**src/rtl/arb_pops_n.sv**
```systemverilog
// Pop arbiter between NUM_VC source FIFOs: strict-priority or burst-limited round-robin,
// stalled by any destination pause plus a programmable resume holdoff.
module arb_pops_n #(
   parameter int NUM_VC     = 2,
   parameter int NUM_DEST   = 2,
   parameter int MODE       = 0,
   parameter int BURST      = 4,
   parameter int RESUME_DLY = 0,
   parameter int IDX_W      = (NUM_VC > 1) ? $clog2(NUM_VC) : 1
) (
   input  logic                clk,
   input  logic                reset,
   input  logic [NUM_VC-1:0]   vc_empty,
   input  logic [NUM_DEST-1:0] dest_pause,
   output logic [NUM_VC-1:0]   vc_pop,
   output logic [NUM_VC-1:0]   pop_delay,
   output logic [IDX_W-1:0]    grant_idx,
   output logic                grant_valid,
   output logic [IDX_W-1:0]    grant_idx_d
);

   logic [NUM_VC-1:0] req;
   logic [IDX_W-1:0]  rr_owner;
   logic [7:0]        burst_cnt;
   logic [7:0]        hold_cnt;
   logic              stall;
   logic              keep;
   logic              win_found;
   logic [IDX_W-1:0]  win_idx;
   logic              pop_en;
   logic [NUM_VC-1:0] pop_p1;
   logic [IDX_W-1:0]  idx_p1;

   assign req   = ~vc_empty;
   assign stall = (|dest_pause) | (hold_cnt != 8'd0);

   // Stage 0: winner selection; the search runs from the farthest offset down so the nearest wins
   always_comb begin : sel_comb
      int               s;
      logic [IDX_W-1:0] cand;
      s         = 0;
      cand      = '0;
      keep      = 1'b0;
      win_found = 1'b0;
      win_idx   = '0;
      if (MODE == 0) begin
         for (int i = NUM_VC - 1; i >= 0; i--) begin
            if (req[i]) begin
               win_found = 1'b1;
               win_idx   = IDX_W'(i);
            end
         end
      end else begin
         keep = req[rr_owner] && (burst_cnt < 8'(BURST));
         for (int k = NUM_VC; k >= 1; k--) begin
            s = int'(rr_owner) + k;
            if (s >= NUM_VC) s = s - NUM_VC;
            cand = IDX_W'(s);
            if (req[cand]) begin
               win_found = 1'b1;
               win_idx   = cand;
            end
         end
         if (keep) begin
            win_found = 1'b1;
            win_idx   = rr_owner;
         end
      end
   end

   assign pop_en      = win_found & ~stall & ~reset;
   assign vc_pop      = pop_en ? (NUM_VC'(1) << win_idx) : '0;
   assign grant_idx   = pop_en ? win_idx : '0;
   assign grant_valid = |vc_pop;

   // Stage 0 -> 1: arbitration state and holdoff
   always_ff @(posedge clk) begin
      if (reset) begin
         rr_owner  <= '0;
         burst_cnt <= 8'd0;
         hold_cnt  <= 8'd0;
      end else begin
         if (|dest_pause) begin
            hold_cnt <= 8'(RESUME_DLY);
         end else if (hold_cnt != 8'd0) begin
            hold_cnt <= hold_cnt - 8'd1;
         end
         if ((MODE != 0) && pop_en) begin
            if (keep) begin
               burst_cnt <= burst_cnt + 8'd1;
            end else begin
               rr_owner  <= win_idx;
               burst_cnt <= 8'd1;
            end
         end
      end
   end

   // Stage 1: delayed copy for the downstream mux; vc_pop is forced low during reset, so these clear too
   always_ff @(posedge clk) begin
      pop_p1 <= vc_pop;
      idx_p1 <= grant_idx;
   end

   assign pop_delay   = pop_p1;
   assign grant_idx_d = idx_p1;

endmodule

```
**config.mk**
```make
export PLATFORM = sky130hd
export DESIGN_NAME = arb_pops_n
export DESIGN_NICKNAME = d
export VERILOG_FILES = /design/src/rtl/arb_pops_n.sv
export SDC_FILE = /design/constraint.sdc
export NUM_CORES = 1
export LEC_CHECK = 0
export ABC_AREA = 1
export BUFFER_PORTS_ARGS = -buffer_cell sky130_fd_sc_hd__buf_2
export CORE_AREA = 2 2 39 41
export CTS_CLUSTER_DIAMETER = 100
export DETAILED_ROUTE_END_ITERATION = 8
export DIE_AREA = 0 0 41 43
export PLACE_DENSITY_LB_ADDON = 0.2
export SKIP_CTS_REPAIR_TIMING = 1
export SKIP_LAST_GASP = 1
export SLEW_MARGIN = 25
export SYNTH_ARGS = -nofsm -noshare
export SYNTH_HDL_FRONTEND = slang
export SYNTH_SLANG_ARGS = --single-unit
```
**constraint.sdc**
```tcl
create_clock -name clk -period 2.35 [get_ports clk]
set_input_delay 0.47 -clock clk [delete_from_list [all_inputs] [get_ports clk]]
set_output_delay 0.47 -clock clk [all_outputs]
set_load 0.05 [all_outputs]
```
==> key figures, run 1 <==
Run status
  – Status: complete, no violations

Setup path
  – Worst path slowest cell: dfxtp_1
  – Worst path most repeated cell: nand3_4
  – CP top delay family: simple AND/OR/NAND/NOR gates
  – Crit path required time: 1.88 ns
  – CP Class: reg2out
  – Critical path depth in cells: 7
  – Crit-path max FO: 5
  – Critical Path End Type: output port
  – Startpoint Class: flip-flop
  – Reg2reg end: hold_cnt[7]
  – Crit-path cells: inv_1 -> ha_1 -> nand3_4 -> nor2_8 -> nand3_4 -> nor2_2 -> buf_2
  – Reg2reg setup slack: 1.11 ns
  – Worst path max stage delay: 0.31 ns
  – Critical R2R Launch: hold_cnt[0]
  – Crit path DAT: 1.68 ns
  – R2R cell count: 5
  – Buf+Inv Stages, Crit Path: 2

Worst hold path
  – Worst hold start: hold_cnt[7]
  – Hold Path End: hold_cnt[7]
  – Min-Delay Path Class: reg2reg
  – Hold path cells: 2

Route
  – Detailed Routing Iterations Pass 1: 3
  – Final ANT Viol Nets: 0
  – DR top layer: met4
  – Met3 WL: 33 um
  – Via count: 452
  – Final WL: 858 um
  – DRC: 0
  – Initial DRC count: 6
  – Metal1 wirelength: 423 um
  – Via density per instance: 4.39
  – WL/cell: 8.33 um
  – Met2 wire length: 367 um

Placed design
  – Hpwl dp: 711 um
  – GP Congestion: 0.691
  – Buffers on Ports: 12

Timing
  – Setup TNS: 0 ns
  – RSZ-0062 raised after global routing: no
  – Post-layout min period: 2.15 ns
  – Period utilization: 91.3%
  – Worst rel slew slack: 81.5%
  – Worst-Margin Slew: 0.277 ns
  – Hold Vio Cnt, Final: 0
  – Fin Hold WS: 0.467 ns
  – Final Max Tran Viols: 0
  – Final Setup Violations: 0
  – Maximum clock rate: 0.466 GHz
  – Clock skew: 0.00286 ns

Finish
  – Fill count: 143
  – Share of cells above drive strength 1: 29.9%
  – Commonest non-fill, non-tap cells in the layout: 16 x nand2_1, 13 x inv_1, 12 x buf_2
  – Layout Nets: 96
  – Inserted Diodes: 0
  – Most common cell after layout, fill and taps aside: nand2_1
  – Synth-to-layout area growth: 18.1%

Synthesis
  – Sequential area share after synthesis: 35.8%
  – Post-synthesis simple-gate area fraction: 38.9%
  – Synth Area per Inst: 7.66 um2
  – Syn_nets: 81
  – Cells after Synth: 73
  – Synth cell types: 17
  – XOR/XNOR Fraction of Synth Area: 1.57%
  – Post-synth top area share: 35.8%
  – Synth Area in Compound Gates: 7.83%
  – Synth Area in Adders: 4.47%
  – Synth top area cells: dfxtp_1 36%, nand2_1 11%, inv_1 8.7%
  – Largest family of logic cells by synthesized area: simple AND/OR/NAND/NOR gates
  – Mux contribution to synthesized area: 0%
  – Synthesized area: 559 um2
  – Yosys reg bits: 10
  – Synth area leader: dfxtp_1
  – Ys Warns: 0

Die
  – Core area: 0.00138 mm2
  – DIE AREA: 0.00176 mm2
  – Die Ht: 43 um
  – Die extent in x: 41 um
  – Site Rows: 14
  – Initial core utilization: 40.4%
  – Top-level I/O count: 13

Clock tree
  – CTS root buf: clkbuf_4
  – TritonCTS clock tree: yes
  – Cts bufs inserted: 3
  – Worst-case clock buffer depth: 2
  – H-tree depth: 1
  – Clock sinks: 10
  – CTS clk-pin slew, worst paths: 0.07 ns
  – Clock latency on the worst-skew pair: 0.27 ns

Global routing
  – Vias in the first global route: 397
  – Global-route wire length before repair: 1500 um
  – Gr ovfl total: 0
  – Initial antenna violation count: 0
  – GRT Overall Usage: 13.7%
  – Pin count of the biggest net entering global routing: 7

Power and ir drop
  – Leak Pwr: 0.392 nW
  – Power, Total: 353 uW
  – Pwr Density: 534 mW/mm2
  – Worst vdd ir: 264 uV

Job
  – Max cap viols: 0
## worst max-delay path by stage
stage,endpoint,slack (ns),startpoint
finish,vc_pop[1],0.20,hold_cnt[0]
CTS,vc_pop[1],0.18,hold_cnt[0]
global route,vc_pop[1],0.07,hold_cnt[0]
floorplan,vc_pop[1],0.18,hold_cnt[0]
detailed placement,vc_pop[1],0.49,hold_cnt[0]
global placement,grant_idx,0.51,dest_pause[1]
## stage by stage
stage	instance area, um2	utilization [%]	instances	setup WS (ns)
2_1_floorplan	559	-	73	0.176
3_3_place_gp	624	45.1	99	0.509
3_5_place_dp	624	45.1	99	0.495
4_1_cts	661	47.7	103	0.179
5_1_grt	661	47.7	103	0.0698
6_report	661	47.7	103	0.204
## synth_stat cells
library cell and count:
nand2_1 16, inv_1 13, dfxtp_1 10, nor2_1 9
a21oi_1 5, nor2_2 4, buf_4 2, ha_1 2
nand3_1 2, nand3_4 2, o21ai_0 2, nand2_4 1
nand4_1 1, nor2_8 1, nor3_4 1, o21ai_2 1
xor2_1 1
## power breakdown
| part | leakage (nW) | internal [mW] | switching (mW) | total [mW] |
|---|---|---|---|---|
| Combinational | 0.290 | 0.00738 | 0.0172 | 0.0245 |
| Sequential | 0.0806 | 0.170 | 0.000195 | 0.170 |
| Clock | 0.0210 | 0.0941 | 0.0641 | 0.158 |
## layer usage
metal	vias up	GRT usage, %
met4	0	14.0
li1	251	-
met1	189	16.8
met3	4	3.14
met5	-	0
met2	8	17.8
## cell type report
class / count / area (um2) / share of cell area (%)
clock buffer: 4 / 36.3 / 5.49
inverter: 13 / 48.8 / 7.39
multi-input combinational: 48 / 295 / 44.7
sequential: 10 / 200 / 30.3
tap: 16 / 20.0 / 3.03
timing repair buffer: 12 / 60.1 / 9.09
## kinds of logic (layout without fill, tap and decap cells)
family	Yosys count	in the layout
DFF	10	10
adders and majority gates	2	2
AOI/OAI and AO/OA	8	8
xor gates and xnor gates	1	1
buffers and inverters	15	29
and+or+nand+nor	37	37
## flip-flops by register name, summed over array words and instances (netlist names)
signal       cells
pop_delay        1
hold_cnt         8
grant_idx_d      1
## worst min-delay path, cell delays in order (launching register included)
cell and delay, ns:
dfxtp_1 0.31, nand2_1 0.06, a21oi_1 0.05
No activity file was read; power rests on OpenSTA's default activity.
==> run 2, diff against run 1 <==
CTS_BUF_LIST = sky130_fd_sc_hd__clkbuf_4   (was not set)
REMOVE_ABC_BUFFERS = 1   (was not set)
==> run 2 against run 1 <==
Compared with the run above:
- hold slack got worse by 0.0058 ns
- largest cell class unchanged
- non-clock buffer count unchanged
- register-to-register slack got worse by 0.02 ns
- critical path type unchanged
- clock skew increased by 0.0024 ns
- critical endpoint unchanged
- design area decreased by 1.5%
- first-iteration DRC count decreased by 50%
- combinational power about the same
- global-route usage decreased by 1.0 points
- maximum frequency increased by 0.20%
- clock power decreased by 22%
- worst setup slack improved by 0.0043 ns
- core utilization decreased by 0.72 points
==> key figures, run 2 (synthesis gave the netlist of run 1 again) <==
Run status
  – Status: complete, no violations

Route
  – Detailed Routing Iterations Pass 1: 2 (-1)
  – Via density per instance: 4.40 (+0.22%)
  – DRC: 0 (unchanged)
  – Final ANT Viol Nets: 0 (unchanged)
  – WL/cell: 8.45 um (+1.4%)
  – Final WL: 870 um (+1.4%)
  – Initial DRC count: 3 (-3)
  – Via count: 453 (+0.22%)

Timing
  – Hold Vio Cnt, Final: 0 (unchanged)
  – Worst-Margin Slew: 0.301 ns (+0.0247 ns)
  – Worst rel slew slack: 79.9% (-1.6 points)
  – RSZ-0062 raised after global routing: no
  – Post-layout min period: 2.14 ns (-0.00434 ns)
  – Maximum clock rate: 0.467 GHz (+0.20%)
  – Clock skew: 0.00526 ns (+0.00240 ns)
  – Final Max Tran Viols: 0 (unchanged)
  – Setup TNS: 0 ns (unchanged)
  – Period utilization: 91.1% (-0.18 points)
  – Final Setup Violations: 0 (unchanged)

Power and ir drop
  – Pwr Density: 489 mW/mm2 (-8.5%)
  – Power, Total: 318 uW (-9.9%)
  – Int Power: 239 uW (-12%)
  – Worst vdd ir: 309 uV (+17%)
  – Combinational Power Share: 7.8% (+0.8 points)
  – Switching share of power: 24.9% (+1.8 points)
  – Leak Pwr: 0.386 nW (-1.4%)
  – Sw Pwr: 79.1 uW (-2.8%)
  – Sequential cell fraction of total power: 53.6% (+5.4 points)
  – Clock power frac: 38.7% (-6.1 points)

Setup path
  – Critical Path End Type: output port
  – Crit-path max FO: 5 (unchanged)
  – Crit path DAT: 1.67 ns (about the same)
  – Startpoint Class: flip-flop
  – CP Class: reg2out
  – R2R cell count: 5 (unchanged)
  – Crit path required time: 1.88 ns (about the same)

Clock tree
  – CTS root buf: clkbuf_4
  – Clock latency on the worst-skew pair: 0.27 ns (about the same)
  – Worst-case clock buffer depth: 2 (unchanged)
  – H-tree depth: 1 (unchanged)
  – CTS clk-pin slew, worst paths: 0.07 ns (about the same)
  – Cts bufs inserted: 3 (unchanged)
  – TritonCTS clock tree: yes
  – Clock sinks: 10 (unchanged)

Global routing
  – Gr ovfl total: 0 (unchanged)
  – Pin count of the biggest net entering global routing: 7 (unchanged)
  – Global-route wire length before repair: 1420 um (-5.5%)
  – Initial antenna violation count: 0 (unchanged)
  – GRT Overall Usage: 12.6% (-1.0 points)
  – Vias in the first global route: 383 (-3.5%)

Job
  – Max cap viols: 0 (unchanged)

Finish
  – Share of cells above drive strength 1: 28.7% (-1.1 points)
  – Most common cell after layout, fill and taps aside: nand2_1
  – Layout Nets: 96 (unchanged)
  – Commonest non-fill, non-tap cells in the layout: 16 x nand2_1, 13 x inv_1, 12 x buf_2
  – Fill count: 149 (+4.2%)
  – Top reg by flops: hold_cnt
  – Inserted Diodes: 0 (unchanged)
  – Synth-to-layout area growth: 16.3%
  – Flip-flop count of the largest register after layout: 8 (unchanged)

Die
  – DIE AREA: 0.00176 mm2 (unchanged)
  – Die extent in x: 41 um (unchanged)
  – Site Rows: 14 (unchanged)
  – Die Ht: 43 um (unchanged)
  – Initial core utilization: 40.4% (unchanged)
  – Top-level I/O count: 13 (unchanged)
  – Core area: 0.00138 mm2 (unchanged)

Placed design
  – Hpwl dp: 724 um (+1.8%)
  – Buffers on Ports: 12 (unchanged)
  – GP Congestion: 0.719 (+4.1%)

Worst hold path
  – Hold path cells: 2 (unchanged)
  – Min-Delay Path Class: reg2reg
[run 2: changes by cell type in the layout (fill, tap and decap cells not counted), sizes merged]
cell    before  now
clkinv       0    1
clkbuf       4    3
[run 2: per-stage QoR]
| stage | util [%] | std cells | hold WS [ns] | worst slack [ns] | instance area [um2] |
|---|---|---|---|---|---|
| 5_1_grt | 47.0 | 103 | 0.486 | 0.107 | 651 |
| 4_1_cts | 47.0 | 103 | 0.469 | 0.181 | 651 |
| 3_3_place_gp | 45.1 | 99 | 0.454 | 0.509 | 624 |
| 2_1_floorplan | - | 71 | 0.439 | 0.133 | 544 |
| 3_5_place_dp | 45.1 | 99 | 0.458 | 0.487 | 624 |
| 6_report | 47.0 | 103 | 0.461 | 0.208 | 651 |
[run 2: critical path: stages (launching register included)]
cell	delay (ns)
dfxtp_1	0.32
inv_1	0.12
ha_1	0.21
nand3_4	0.12
nor2_8	0.15
nand3_4	0.09
nor2_2	0.12
buf_2	0.28
[run 2: layout make-up]
class / count / area (um2) / share of cell area (%)
clock buffer: 3 / 22.5 / 3.46
inverter: 13 / 48.8 / 7.50
clock inverter: 1 / 3.75 / 0.577
timing repair buffer: 12 / 60.1 / 9.23
tap: 16 / 20.0 / 3.08
sequential: 10 / 200 / 30.8
multi-input combinational: 48 / 295 / 45.4
[run 2: final timing paths]
check | endpoint | slack [ns] | startpoint
worst max-delay path | vc_pop[1] | 0.21 | hold_cnt[0]
worst min-delay path | hold_cnt[7] | 0.46 | hold_cnt[7]
worst max register to register | hold_cnt[4] | 1.09 | hold_cnt[0]
worst min register to register | hold_cnt[7] | 0.46 | hold_cnt[7]
[run 2: routing by layer]
layer	track usage (%)	up-vias	wire length [um]
li1	-	251	-
met4	12.0	0	29
met2	16.6	8	383
met5	0	-	0
met3	3.14	4	34
met1	15.7	190	423
[run 2: power by group through the flow]
stage	Clock [mW]	Sequential (mW)	Combinational, mW
floorplan	0	0.178	0.0123
global placement	0	0.174	0.0246
detailed placement	0	0.174	0.0250
global route	0.139	0.170	0.0264
CTS	0.131	0.170	0.0250
finish	0.123	0.170	0.0247
==> run 3, diff against run 2 <==
SETUP_SLACK_MARGIN = 0.4   (was not set)
==> run 3 against run 2 <==
Compared with the run above:
- design area up 15%
- highest routed layer unchanged
- largest power group unchanged
- critical endpoint is now grant_idx
- maximum frequency up 10%
- non-clock buffer count up 5
- cell count up 4.9%
==> key figures, run 3 (synthesis gave the netlist of run 1 again) <==
Finish
  – Layout Nets: 101 (+5.2%)
  – Commonest non-fill, non-tap cells in the layout: 16 x nand2_1, 11 x inv_1, 9 x nor2_1
  – Flip-flop count of the largest register after layout: 8 (unchanged)
  – Fill count: 142 (-4.7%)
  – Top reg by flops: hold_cnt
  – Share of cells above drive strength 1: 38.0% (+9.3 points)
  – Finished Layout Cells: 108 (+4.9%)
  – Synth-to-layout area growth: 34.0%
  – Post-route cell area: 749 um2 (+15%)
  – Inserted Diodes: 0 (unchanged)
  – Final core utilization: 54.2% (+7.1 points)
  – Most common cell after layout, fill and taps aside: nand2_1

Clock tree
  – CTS clk-pin slew, worst paths: 0.07 ns (about the same)
  – Worst-case clock buffer depth: 2 (unchanged)
  – Clock sinks: 10 (unchanged)
  – TritonCTS clock tree: yes
  – CTS root buf: clkbuf_4
  – H-tree depth: 1 (unchanged)
  – Clock latency on the worst-skew pair: 0.27 ns (about the same)
  – Cts bufs inserted: 3 (unchanged)

Timing
  – Worst rel slew slack: 80.1% (+0.19 points)
  – RSZ-0062 raised after global routing: yes
  – Clock skew: 0.00862 ns (+0.00337 ns)
  – Final Max Tran Viols: 0 (unchanged)
  – Hold Vio Cnt, Final: 0 (unchanged)
  – Maximum clock rate: 0.515 GHz (+10%)
  – Final Setup Violations: 0 (unchanged)
  – Post-layout min period: 1.94 ns (-0.199 ns)
  – Setup TNS: 0 ns (unchanged)
  – Worst-Margin Slew: 0.299 ns (-0.00291 ns)
  – Period utilization: 82.7% (-8.5 points)
  – Setup WS post-layout: 0.407 ns (+0.199 ns)

Route
  – Detailed Routing Iterations Pass 1: 4 (+2)
  – Final WL: 1060 um (+22%)
  – Via density per instance: 4.52 (+2.7%)
  – Final ANT Viol Nets: 0 (unchanged)
  – Initial DRC count: 3 (unchanged)
  – WL/cell: 9.81 um (+16%)
  – DRC: 0 (unchanged)
  – Via count: 488 (+7.7%)

Placed design
  – Pre-CTS WS: 0.487 ns (unchanged)
  – Hpwl dp: 724 um (unchanged)
  – Buffers on Ports: 12 (unchanged)
  – Placed Cells: 99 (unchanged)
  – Dpl cell area: 624 um2 (unchanged)
  – GP Congestion: 0.719 (unchanged)

Global routing
  – Vias in the first global route: 383 (unchanged)
  – Initial antenna violation count: 0 (unchanged)
  – GRT Overall Usage: 12.6% (unchanged)
  – Global-route wire length before repair: 1420 um (unchanged)
  – Gr ovfl total: 0 (unchanged)
  – Pin count of the biggest net entering global routing: 7 (unchanged)

Setup path
  – Crit path DAT: 1.47 ns (-0.20 ns)
  – Startpoint Class: flip-flop
  – CP Class: reg2out
  – Crit-path max FO: 5 (unchanged)
  – Crit path required time: 1.88 ns (about the same)
  – Critical Path End Type: output port

Worst hold path
  – Min-Delay Path Class: reg2reg

Die
  – Die extent in x: 41 um (unchanged)
  – Top-level I/O count: 13 (unchanged)
  – Core area: 0.00138 mm2 (unchanged)
  – Die Ht: 43 um (unchanged)
  – Initial core utilization: 40.4% (unchanged)
  – DIE AREA: 0.00176 mm2 (unchanged)
  – Site Rows: 14 (unchanged)

Power and ir drop
  – Pwr Density: 433 mW/mm2 (-11%)
  – Worst vdd ir: 395 uV (+28%)
  – Leak Pwr: 0.420 nW (+8.7%)

Run status
  – Status: complete, no violations

Job
  – Max cap viols: 0 (unchanged)
## run 3: changes by cell type in the layout (fill, tap and decap cells not counted)
| cell | before | now |
|---|---|---|
| buf_4 | 0 | 5 |
| dfxtp_2 | 0 | 2 |
| buf_6 | 0 | 3 |
| ha_1 | 2 | 1 |
| buf_2 | 12 | 8 |
| ha_4 | 0 | 1 |
| clkbuf_4 | 3 | 4 |
| nor2_2 | 4 | 0 |
| inv_4 | 0 | 2 |
| inv_1 | 13 | 11 |
| dfxtp_1 | 10 | 8 |
| nor2_4 | 0 | 4 |
## run 3: per-stage QoR
stage | hold WS (ns) | power [mW]
2_1_floorplan | 0.439 | 0.190
3_3_place_gp | 0.454 | 0.199
3_5_place_dp | 0.458 | 0.199
4_1_cts | 0.469 | 0.326
5_1_grt | 0.494 | 0.335
6_report | 0.462 | 0.324
## run 3: layout make-up
type	instances	area [um2]	share of cell area, %
multi-input combinational	48	328	43.7
sequential	10	203	27.0
timing repair buffer	17	119	15.9
inverter	13	53.8	7.18
clock buffer	3	22.5	3.01
tap	16	20.0	2.67
clock inverter	1	3.75	0.501
## run 3: report_power, final
part,switching [mW],internal [mW],total (mW)
registers,0.000192,0.170,0.170
logic,0.0190,0.00920,0.0282
clock network,0.0645,0.0615,0.126
total,0.0837,0.241,0.324
## run 3: critical path, cell delays in order (launching register included)
cell and delay, ns:
dfxtp_2 0.34, inv_4 0.08, ha_4 0.14, nand3_4 0.10
nor2_8 0.11, nand3_4 0.10, nor2_4 0.16, buf_6 0.17
## run 3: per-layer routing
layer  global-route usage [%]  part of all wire [%]  vias to the layer above
li1                         -                     -                      261
met1                     15.7                    42                      215
met2                     16.6                    52                        8
met3                     3.14                   3.4                        4
met4                     12.0                   2.7                        0
met5                        0                     0                        -
## run 3: final timing paths
check | start | end | slack (ns) | cells past startpoint
worst max-delay path | hold_cnt[0] | grant_idx | 0.41 | 7
worst min-delay path | hold_cnt[7] | hold_cnt[7] | 0.46 | 2
worst max register to register | hold_cnt[0] | hold_cnt[3] | 1.07 | 6
worst min register to register | hold_cnt[7] | hold_cnt[7] | 0.46 | 2
